===== src/rtl/uart_tx_feeder_if.sv =====
// Signal bundle between the TX button/switch front end, the byte feeder and the UART transmitter.
// The master modport is the feeder itself; the slave modport is the board/UART side.
interface uart_tx_feeder_if #(
  parameter int DATA_W     = 8,
  parameter int FIFO_DEPTH = 4
);
  localparam int CNT_W = $clog2(FIFO_DEPTH) + 1;

  logic              btn;
  logic [DATA_W-1:0] sw;
  logic              tx_busy;
  logic [DATA_W-1:0] data_in;
  logic              En_btn;
  logic [CNT_W-1:0]  fifo_count;
  logic              overflow;
  logic [1:0]        dbg_state;

  // En_btn is a request that stays high until tx_busy is observed high; that sample is the
  // acknowledge. A new request is only raised after tx_busy has been seen low again.
  modport master (
    input  btn, sw, tx_busy,
    output data_in, En_btn, fifo_count, overflow, dbg_state
  );

  modport slave (
    output btn, sw, tx_busy,
    input  data_in, En_btn, fifo_count, overflow, dbg_state
  );
endinterface


===== src/rtl/uart_tx_feeder.sv =====
// Debounces the TX button, queues the switch byte on every clean press and feeds queued
// bytes to the UART one at a time, paced by tx_busy.
module uart_tx_feeder #(
  parameter int DEBOUNCE_CYCLES = 1000000,
  parameter int FIFO_DEPTH      = 4,
  parameter int DATA_W          = 8
) (
  input  logic             clk_100m,
  input  logic             rst,
  uart_tx_feeder_if.master bus
);

  localparam int DB_W  = $clog2(DEBOUNCE_CYCLES + 1);
  localparam int PTR_W = $clog2(FIFO_DEPTH);
  localparam int CNT_W = $clog2(FIFO_DEPTH) + 1;
  localparam logic [DB_W-1:0]  DB_MAX = DB_W'(DEBOUNCE_CYCLES - 1);
  localparam logic [CNT_W-1:0] CNT_FULL = CNT_W'(FIFO_DEPTH);

  typedef enum logic [1:0] {
    ST_IDLE      = 2'd0,
    ST_STROBE    = 2'd1,
    ST_WAIT_DONE = 2'd2
  } state_e;

  logic              sync1_q, sync2_q;
  logic              db_level_q, db_level_d;
  logic              db_prev_q;
  logic [DB_W-1:0]   db_cnt_q, db_cnt_d;
  logic              push;

  logic [DATA_W-1:0] mem_q [FIFO_DEPTH];
  logic [PTR_W-1:0]  wr_ptr_q, wr_ptr_d;
  logic [PTR_W-1:0]  rd_ptr_q, rd_ptr_d;
  logic [CNT_W-1:0]  count_q, count_d;
  logic              overflow_q, overflow_d;
  logic              full, push_ok, pop;

  state_e            state_q, state_d;
  logic [DATA_W-1:0] data_q, data_d;
  logic              en_q, en_d;

  // btn is asynchronous to clk_100m
  always_ff @(posedge clk_100m) begin
    if (rst) begin
      sync1_q <= 1'b0;
      sync2_q <= 1'b0;
    end else begin
      sync1_q <= bus.btn;
      sync2_q <= sync1_q;
    end
  end

  always_comb begin
    db_level_d = db_level_q;
    db_cnt_d   = '0;
    if (sync2_q != db_level_q) begin
      if (db_cnt_q == DB_MAX) begin
        db_level_d = ~db_level_q;
      end else begin
        db_cnt_d = db_cnt_q + 1'b1;
      end
    end
  end

  always_ff @(posedge clk_100m) begin
    if (rst) begin
      db_level_q <= 1'b0;
      db_cnt_q   <= '0;
      db_prev_q  <= 1'b0;
    end else begin
      db_level_q <= db_level_d;
      db_cnt_q   <= db_cnt_d;
      db_prev_q  <= db_level_q;
    end
  end

  // One-cycle strobe on the rising edge of the debounced level; release is ignored.
  assign push = db_level_q & ~db_prev_q;

  // A push into a full queue still succeeds when the launcher pops in the same cycle.
  assign full    = (count_q == CNT_FULL);
  assign push_ok = push & (~full | pop);

  always_comb begin
    wr_ptr_d   = wr_ptr_q + PTR_W'(push_ok);
    rd_ptr_d   = rd_ptr_q + PTR_W'(pop);
    overflow_d = overflow_q | (push & ~push_ok);
    count_d    = count_q;
    case ({push_ok, pop})
      2'b10:   count_d = count_q + 1'b1;
      2'b01:   count_d = count_q - 1'b1;
      default: count_d = count_q;
    endcase
  end

  always_ff @(posedge clk_100m) begin
    if (rst) begin
      wr_ptr_q   <= '0;
      rd_ptr_q   <= '0;
      count_q    <= '0;
      overflow_q <= 1'b0;
    end else begin
      wr_ptr_q   <= wr_ptr_d;
      rd_ptr_q   <= rd_ptr_d;
      count_q    <= count_d;
      overflow_q <= overflow_d;
    end
  end

  // Storage needs no reset: entries are only visible through the pointers.
  always_ff @(posedge clk_100m) begin
    if (push_ok) begin
      mem_q[wr_ptr_q] <= bus.sw;
    end
  end

  always_comb begin
    state_d = state_q;
    data_d  = data_q;
    en_d    = en_q;
    pop     = 1'b0;
    case (state_q)
      ST_IDLE: begin
        if ((count_q != '0) && !bus.tx_busy) begin
          pop     = 1'b1;
          data_d  = mem_q[rd_ptr_q];
          en_d    = 1'b1;
          state_d = ST_STROBE;
        end
      end
      ST_STROBE: begin
        if (bus.tx_busy) begin
          en_d    = 1'b0;
          state_d = ST_WAIT_DONE;
        end
      end
      ST_WAIT_DONE: begin
        if (!bus.tx_busy) begin
          state_d = ST_IDLE;
        end
      end
      default: begin
        en_d    = 1'b0;
        state_d = ST_IDLE;
      end
    endcase
  end

  always_ff @(posedge clk_100m) begin
    if (rst) begin
      state_q <= ST_IDLE;
      data_q  <= '0;
      en_q    <= 1'b0;
    end else begin
      state_q <= state_d;
      data_q  <= data_d;
      en_q    <= en_d;
    end
  end

  assign bus.data_in    = data_q;
  assign bus.En_btn     = en_q;
  assign bus.fifo_count = count_q;
  assign bus.overflow   = overflow_q;
  assign bus.dbg_state  = state_q;

  a_no_pop_empty: assert property (@(posedge clk_100m) disable iff (rst)
    pop |-> (count_q != '0));
  a_count_bound: assert property (@(posedge clk_100m) disable iff (rst)
    count_q <= CNT_FULL);

endmodule


===== src/flat_wrapper.sv =====
// flat-port wrapper written by rule: the top's interface ports become plain ports
module uart_tx_feeder_flat 
#(
  parameter int DEBOUNCE_CYCLES = 1000000,
  parameter int FIFO_DEPTH      = 4,
  parameter int DATA_W          = 8
)
  (clk_100m, rst, bus_btn, bus_sw, bus_tx_busy, bus_data_in, bus_En_btn, bus_fifo_count, bus_overflow, bus_dbg_state);
  uart_tx_feeder_if #(.DATA_W(DATA_W), .FIFO_DEPTH(FIFO_DEPTH)) bus_i ();
  input  logic clk_100m;
  input  logic rst;
  input wire logic [$bits(bus_i.btn)-1:0] bus_btn;
  input wire logic [$bits(bus_i.sw)-1:0] bus_sw;
  input wire logic [$bits(bus_i.tx_busy)-1:0] bus_tx_busy;
  output wire logic [$bits(bus_i.data_in)-1:0] bus_data_in;
  output wire logic [$bits(bus_i.En_btn)-1:0] bus_En_btn;
  output wire logic [$bits(bus_i.fifo_count)-1:0] bus_fifo_count;
  output wire logic [$bits(bus_i.overflow)-1:0] bus_overflow;
  output wire logic [$bits(bus_i.dbg_state)-1:0] bus_dbg_state;
  assign bus_i.btn = bus_btn;
  assign bus_i.sw = bus_sw;
  assign bus_i.tx_busy = bus_tx_busy;
  assign bus_data_in = bus_i.data_in;
  assign bus_En_btn = bus_i.En_btn;
  assign bus_fifo_count = bus_i.fifo_count;
  assign bus_overflow = bus_i.overflow;
  assign bus_dbg_state = bus_i.dbg_state;
  uart_tx_feeder #(.DEBOUNCE_CYCLES(DEBOUNCE_CYCLES), .FIFO_DEPTH(FIFO_DEPTH), .DATA_W(DATA_W)) u_core (.clk_100m(clk_100m), .rst(rst), .bus(bus_i));
endmodule

===== config.mk =====
export PLATFORM = sky130hd
export DESIGN_NAME = uart_tx_feeder_flat
export DESIGN_NICKNAME = d
export VERILOG_FILES = /design/src/rtl/uart_tx_feeder_if.sv /design/src/rtl/uart_tx_feeder.sv /design/src/flat_wrapper.sv
export SDC_FILE = /design/constraint.sdc
export NUM_CORES = 1
export LEC_CHECK = 0
export CORE_ASPECT_RATIO = 0.5
export CORE_MARGIN = 2
export CORE_UTILIZATION = 51
export CTS_BUF_LIST = sky130_fd_sc_hd__clkbuf_4 sky130_fd_sc_hd__clkbuf_8 sky130_fd_sc_hd__clkbuf_16
export DETAILED_ROUTE_END_ITERATION = 16
export PLACE_DENSITY = 0.7
export SLEW_MARGIN = 20
export SYNTH_ARGS = -nofsm -noshare
export SYNTH_HDL_FRONTEND = slang
export SYNTH_SLANG_ARGS = --single-unit

===== constraint.sdc =====
create_clock -name clk_100m -period 4.8 [get_ports clk_100m]
set_clock_uncertainty 0.2 [all_clocks]
set_input_delay 0.96 -clock clk_100m [delete_from_list [all_inputs] [get_ports clk_100m]]
set_output_delay 0.96 -clock clk_100m [all_outputs]
set_load 0.005 [all_outputs]

==> impl_metrics.py <==
metrics = {
    "floorplanning": {
        "start_util": 0.530,
        "core.rowCount": 20,
        "die_width_um": 116,
        "die_height_um": 60.2,
        "core_region_area_sq_um": 6080,
        "io_pins": 27,
        "die-area_sq_um": 7010,
    },
    "route": {
        "route.met3.wl_um": 203,
        "remaining_drc_errors": 0,
        "ant_nets": 0,
        "highest-signal-layer": "met4",
        "routed-via-count": 1991,
        "routed_via_density": 5.18,
        "routedWlPerCell_um": 14.7,
        "initialDrtViolationCount": 150,
        "detail_route.wirelength.met1_um": 2670,
        "dr.pass1.iters": 4,
        "met2_wirelength_um": 2660,
        "detail_route.wirelength_um": 5640,
    },
    "sta": {
        "final_max_slew_viol_count": 0,
        "unrepaired_setup_endpoints_after_global_routing": "false",
        "post-route-period-util": 0.782,
        "finalSetupViolations": 0,
        "achievable_frequency_ghz": 0.267,
        "layout_min_cycle_time_ns": 3.75,
        "worst_pin_slew_ns": 0.744,
        "hold_violation_count_in_the_final_report": 0,
        "max_slew_headroom": 0.502,
        "final.setup.tns_ns": 0,
    },
    "worst_setup_path": {
        "critical_path_arrival_ns": 3.81,
        "critPathKind": "in -> reg",
        "cp.buffers_inverters": 2,
        "worst_stage_delay_on_the_critical_path_ns": 0.50,
        "worstPathCellList": "clkdlybuf4s50_1 -> or3_1 -> nand2b_4 -> inv_6 -> nand2_1 -> fa_1 -> or3b_2 -> o32ai_1 -> a211oi_1 -> o211ai_1",
        "critPathRequiredTime_ns": 4.86,
        "timing.critical_path.slowest_stage_cell": "or3b_2",
        "crit_start": "bus_tx_busy",
        "worst_r2r_start": "u_core.bus.dbg_state[0]",
        "cp.depth": 10,
        "reg2reg_path_depth": 9,
        "crit_path_end_kind": "register",
        "timing.critical_path.fanout_max": 11,
        "worst_setup_path_start_kind": "input port",
        "crit_family": "simple AND/OR/NAND/NOR gates",
    },
    "power_and_ir_drop": {
        "internal_power_mw": 1.11,
        "power.ir.vdd_worst_v": 0.000292,
        "share_comb_of_total_power": 0.023,
        "power_leakage_nw": 1.22,
        "p_sw_uw": 277,
        "power.switching_fraction": 0.200,
        "seq_power_share": 0.483,
        "power_density_nw_per_um2": 360,
        "clockPowerShare": 0.493,
    },
    "worst_hold_path": {
        "hold_path_startpoint": "u_core.sync1_q",
        "holdPathStages": 1,
        "hold_class": "reg -> reg",
    },
    "global_route": {
        "globalRouteTotalUtil": 0.191,
        "number_of_antenna_violations_at_the_first_check_in_global_routing": 0,
        "wire_length_of_the_first_global_routing_pass_um": 9550,
        "first_global_vias": 1955,
        "global_route.overflow_total": 0,
        "maximum_number_of_pins_on_one_net_before_global_route_repair": 32,
    },
    "yosys": {
        "avgSynthCellArea_sq_um": 12.3,
        "synthesis.nets": 278,
        "synth_sequential_area_ratio": 0.565,
        "synth-edff-count": 32,
        "synth.distinct_cells": 54,
        "synth-async-reset-ratio": 0,
        "ys_warn_count": 0,
        "yosys_top_cell_by_area": "edfxtp_1",
        "synth_flop_type": "dfxtp_1",
        "synth_top_cell_area_share": 0.298,
        "syn-cell-area_sq_um": 3220,
        "top_post_synthesis_cells_by_area": "edfxtp_1, dfxtp_1, mux4_2",
        "yosys_register_bits": 75,
        "syn_inst": 262,
    },
    "cells_and_area": {
        "syn_to_layout_area_delta_pct": 19.2,
        "nets": 307,
        "layoutNonFillerInstCount": 384,
        "layout.cell_area.non_filler_sq_um": 3840,
        "number_of_antenna_cells_inserted": 0,
        "num-fill-cells": 479,
        "fraction_of_layout_cells_with_a_size_suffix_above_1": 0.189,
        "layout.core_utilization": 0.631,
    },
    "placed_design": {
        "placer_s_final_routability_congestion_estimate": 0.819,
        "hpwl_dp_um": 3820,
        "io_buffer_count": 26,
        "place_area_sq_um": 3530,
        "place.detailed.instances": 368,
    },
    "cts": {
        "cts-root-buf": "clkbuf_16",
        "cts_tree": "done",
        "post_cts_resize_count": 0,
        "cts-hold-fix-buffers": 0,
        "clockBufferDepth": 2,
        "cts-buffers-inserted": 9,
        "worstSkewPairLatency_ns": 0.34,
        "numClockSinks": 75,
        "htree_levels": 3,
        "cts_post_setup_buffers_inserted": 0,
        "clkSlewWorstSetupHoldPaths_ns": 0.06,
    },
    "run_status": {
        "status": "finished, final reports clean",
    },
    "job": {
        "max_cap_viols": 0,
    },
}
==> power by group through the flow <==
stage	sequential [mW]	clock [mW]	combinational (mW)
2_1_floorplan	0.682	0	0.0174
3_3_place_gp	0.683	0	0.0309
3_5_place_dp	0.683	0	0.0318
4_1_cts	0.669	0.697	0.0322
5_1_grt	0.669	0.725	0.0350
6_report	0.669	0.683	0.0320
==> cell type report <==
class                           instances  area (sq um)  share of cell area
Clock inverter                          5          62.6              0.0163
Timing Repair Buffer                   28           275              0.0717
Sequential cell                        75          1820               0.474
Inverter                                7          31.3             0.00815
Multi-Input combinational cell        170          1290               0.337
Clock buffer                           11           246              0.0642
Tap cell                               88           110              0.0287
==> sequential cells by signal (all words and copies together) (netlist names) <==
signal and flops:
u_core.bus.dbg_state 2, u_core.bus.data_in 8, u_core.db_prev_q 1, u_core.mem_q 32
u_core.db_cnt_q 20, u_core.bus.overflow 1, u_core.rd_ptr_q 2, u_core.sync1_q 1
u_core.db_level_q 1, u_core.sync2_q 1, u_core.bus.fifo_count 3, u_core.bus.En_btn 1
u_core.wr_ptr_q 2
==> cell usage in the layout (no fill, tap or decap), types with 4 or more instances in the layout <==
cell | synthesis | layout
mux4_2 | 8 | 8
clkbuf_16 | 0 | 9
nand2_2 | 8 | 8
a21oi_2 | 8 | 8
nand2_1 | 13 | 13
nand3_1 | 9 | 9
edfxtp_1 | 32 | 32
nor2b_1 | 8 | 8
inv_1 | 6 | 6
a21oi_1 | 4 | 4
xor2_1 | 5 | 5
nor4_1 | 5 | 5
nor3_1 | 6 | 6
nor2_1 | 31 | 31
dfxtp_1 | 43 | 43
and3_1 | 5 | 5
clkdlybuf4s50_1 | 0 | 26
xnor2_1 | 15 | 15
==> synth_stat cells, types with 3 or more instances <==
cell type,count
ha_1,3
nor2b_1,8
nor3_1,6
nand3_1,9
mux4_2,8
nand4b_1,3
nand2_1,13
nand4_1,3
buf_2,3
nor2_1,31
inv_1,6
edfxtp_1,32
a21oi_2,8
xor2_1,5
a21oi_1,4
nand2_2,8
xnor2_1,15
dfxtp_1,43
nor4_1,5
and3_1,5
==> through the flow <==
stage / hold slack (ns) / setup slack [ns] / power (mW)
after floorplan: 0.214 / 1.37 / 0.699
final: 0.246 / 1.05 / 1.38
after global routing: 0.265 / 0.923 / 1.43
after CTS: 0.255 / 1.08 / 1.40
after global placement: 0.237 / 0.889 / 0.713
after detailed placement: 0.233 / 0.723 / 0.714
==> final timing paths <==
| path | end | slack (ns) |
|---|---|---|
| worst min register to register | u_core.sync2_q | 0.25 |
| worst max register to register | u_core.bus.fifo_count[2] | 1.71 |
| worst min-delay path | u_core.sync2_q | 0.25 |
| worst max-delay path | u_core.bus.fifo_count[2] | 1.05 |
==> cell families (layout without fill, tap and decap cells) <==
kind of cell	after synthesis	after routing	synth area share
adder cells (fa/ha/maj)	4	4	0.0179
AO/OA/AOI/OAI	26	26	0.0684
XOR/XNOR	20	20	0.0544
flip-flops	75	75	0.565
multiplexers	10	10	0.0629
AND/OR/NAND/NOR	110	110	0.198
buffers and inverters	17	51	0.0334
==> layer usage <==
layer  GRT usage  vias up
met2       0.306       20
li1            -     1013
met1       0.232      947
met4      0.0867        0
met5           0        -
met3      0.0761       11
Power figures use the tool's default switching activity.
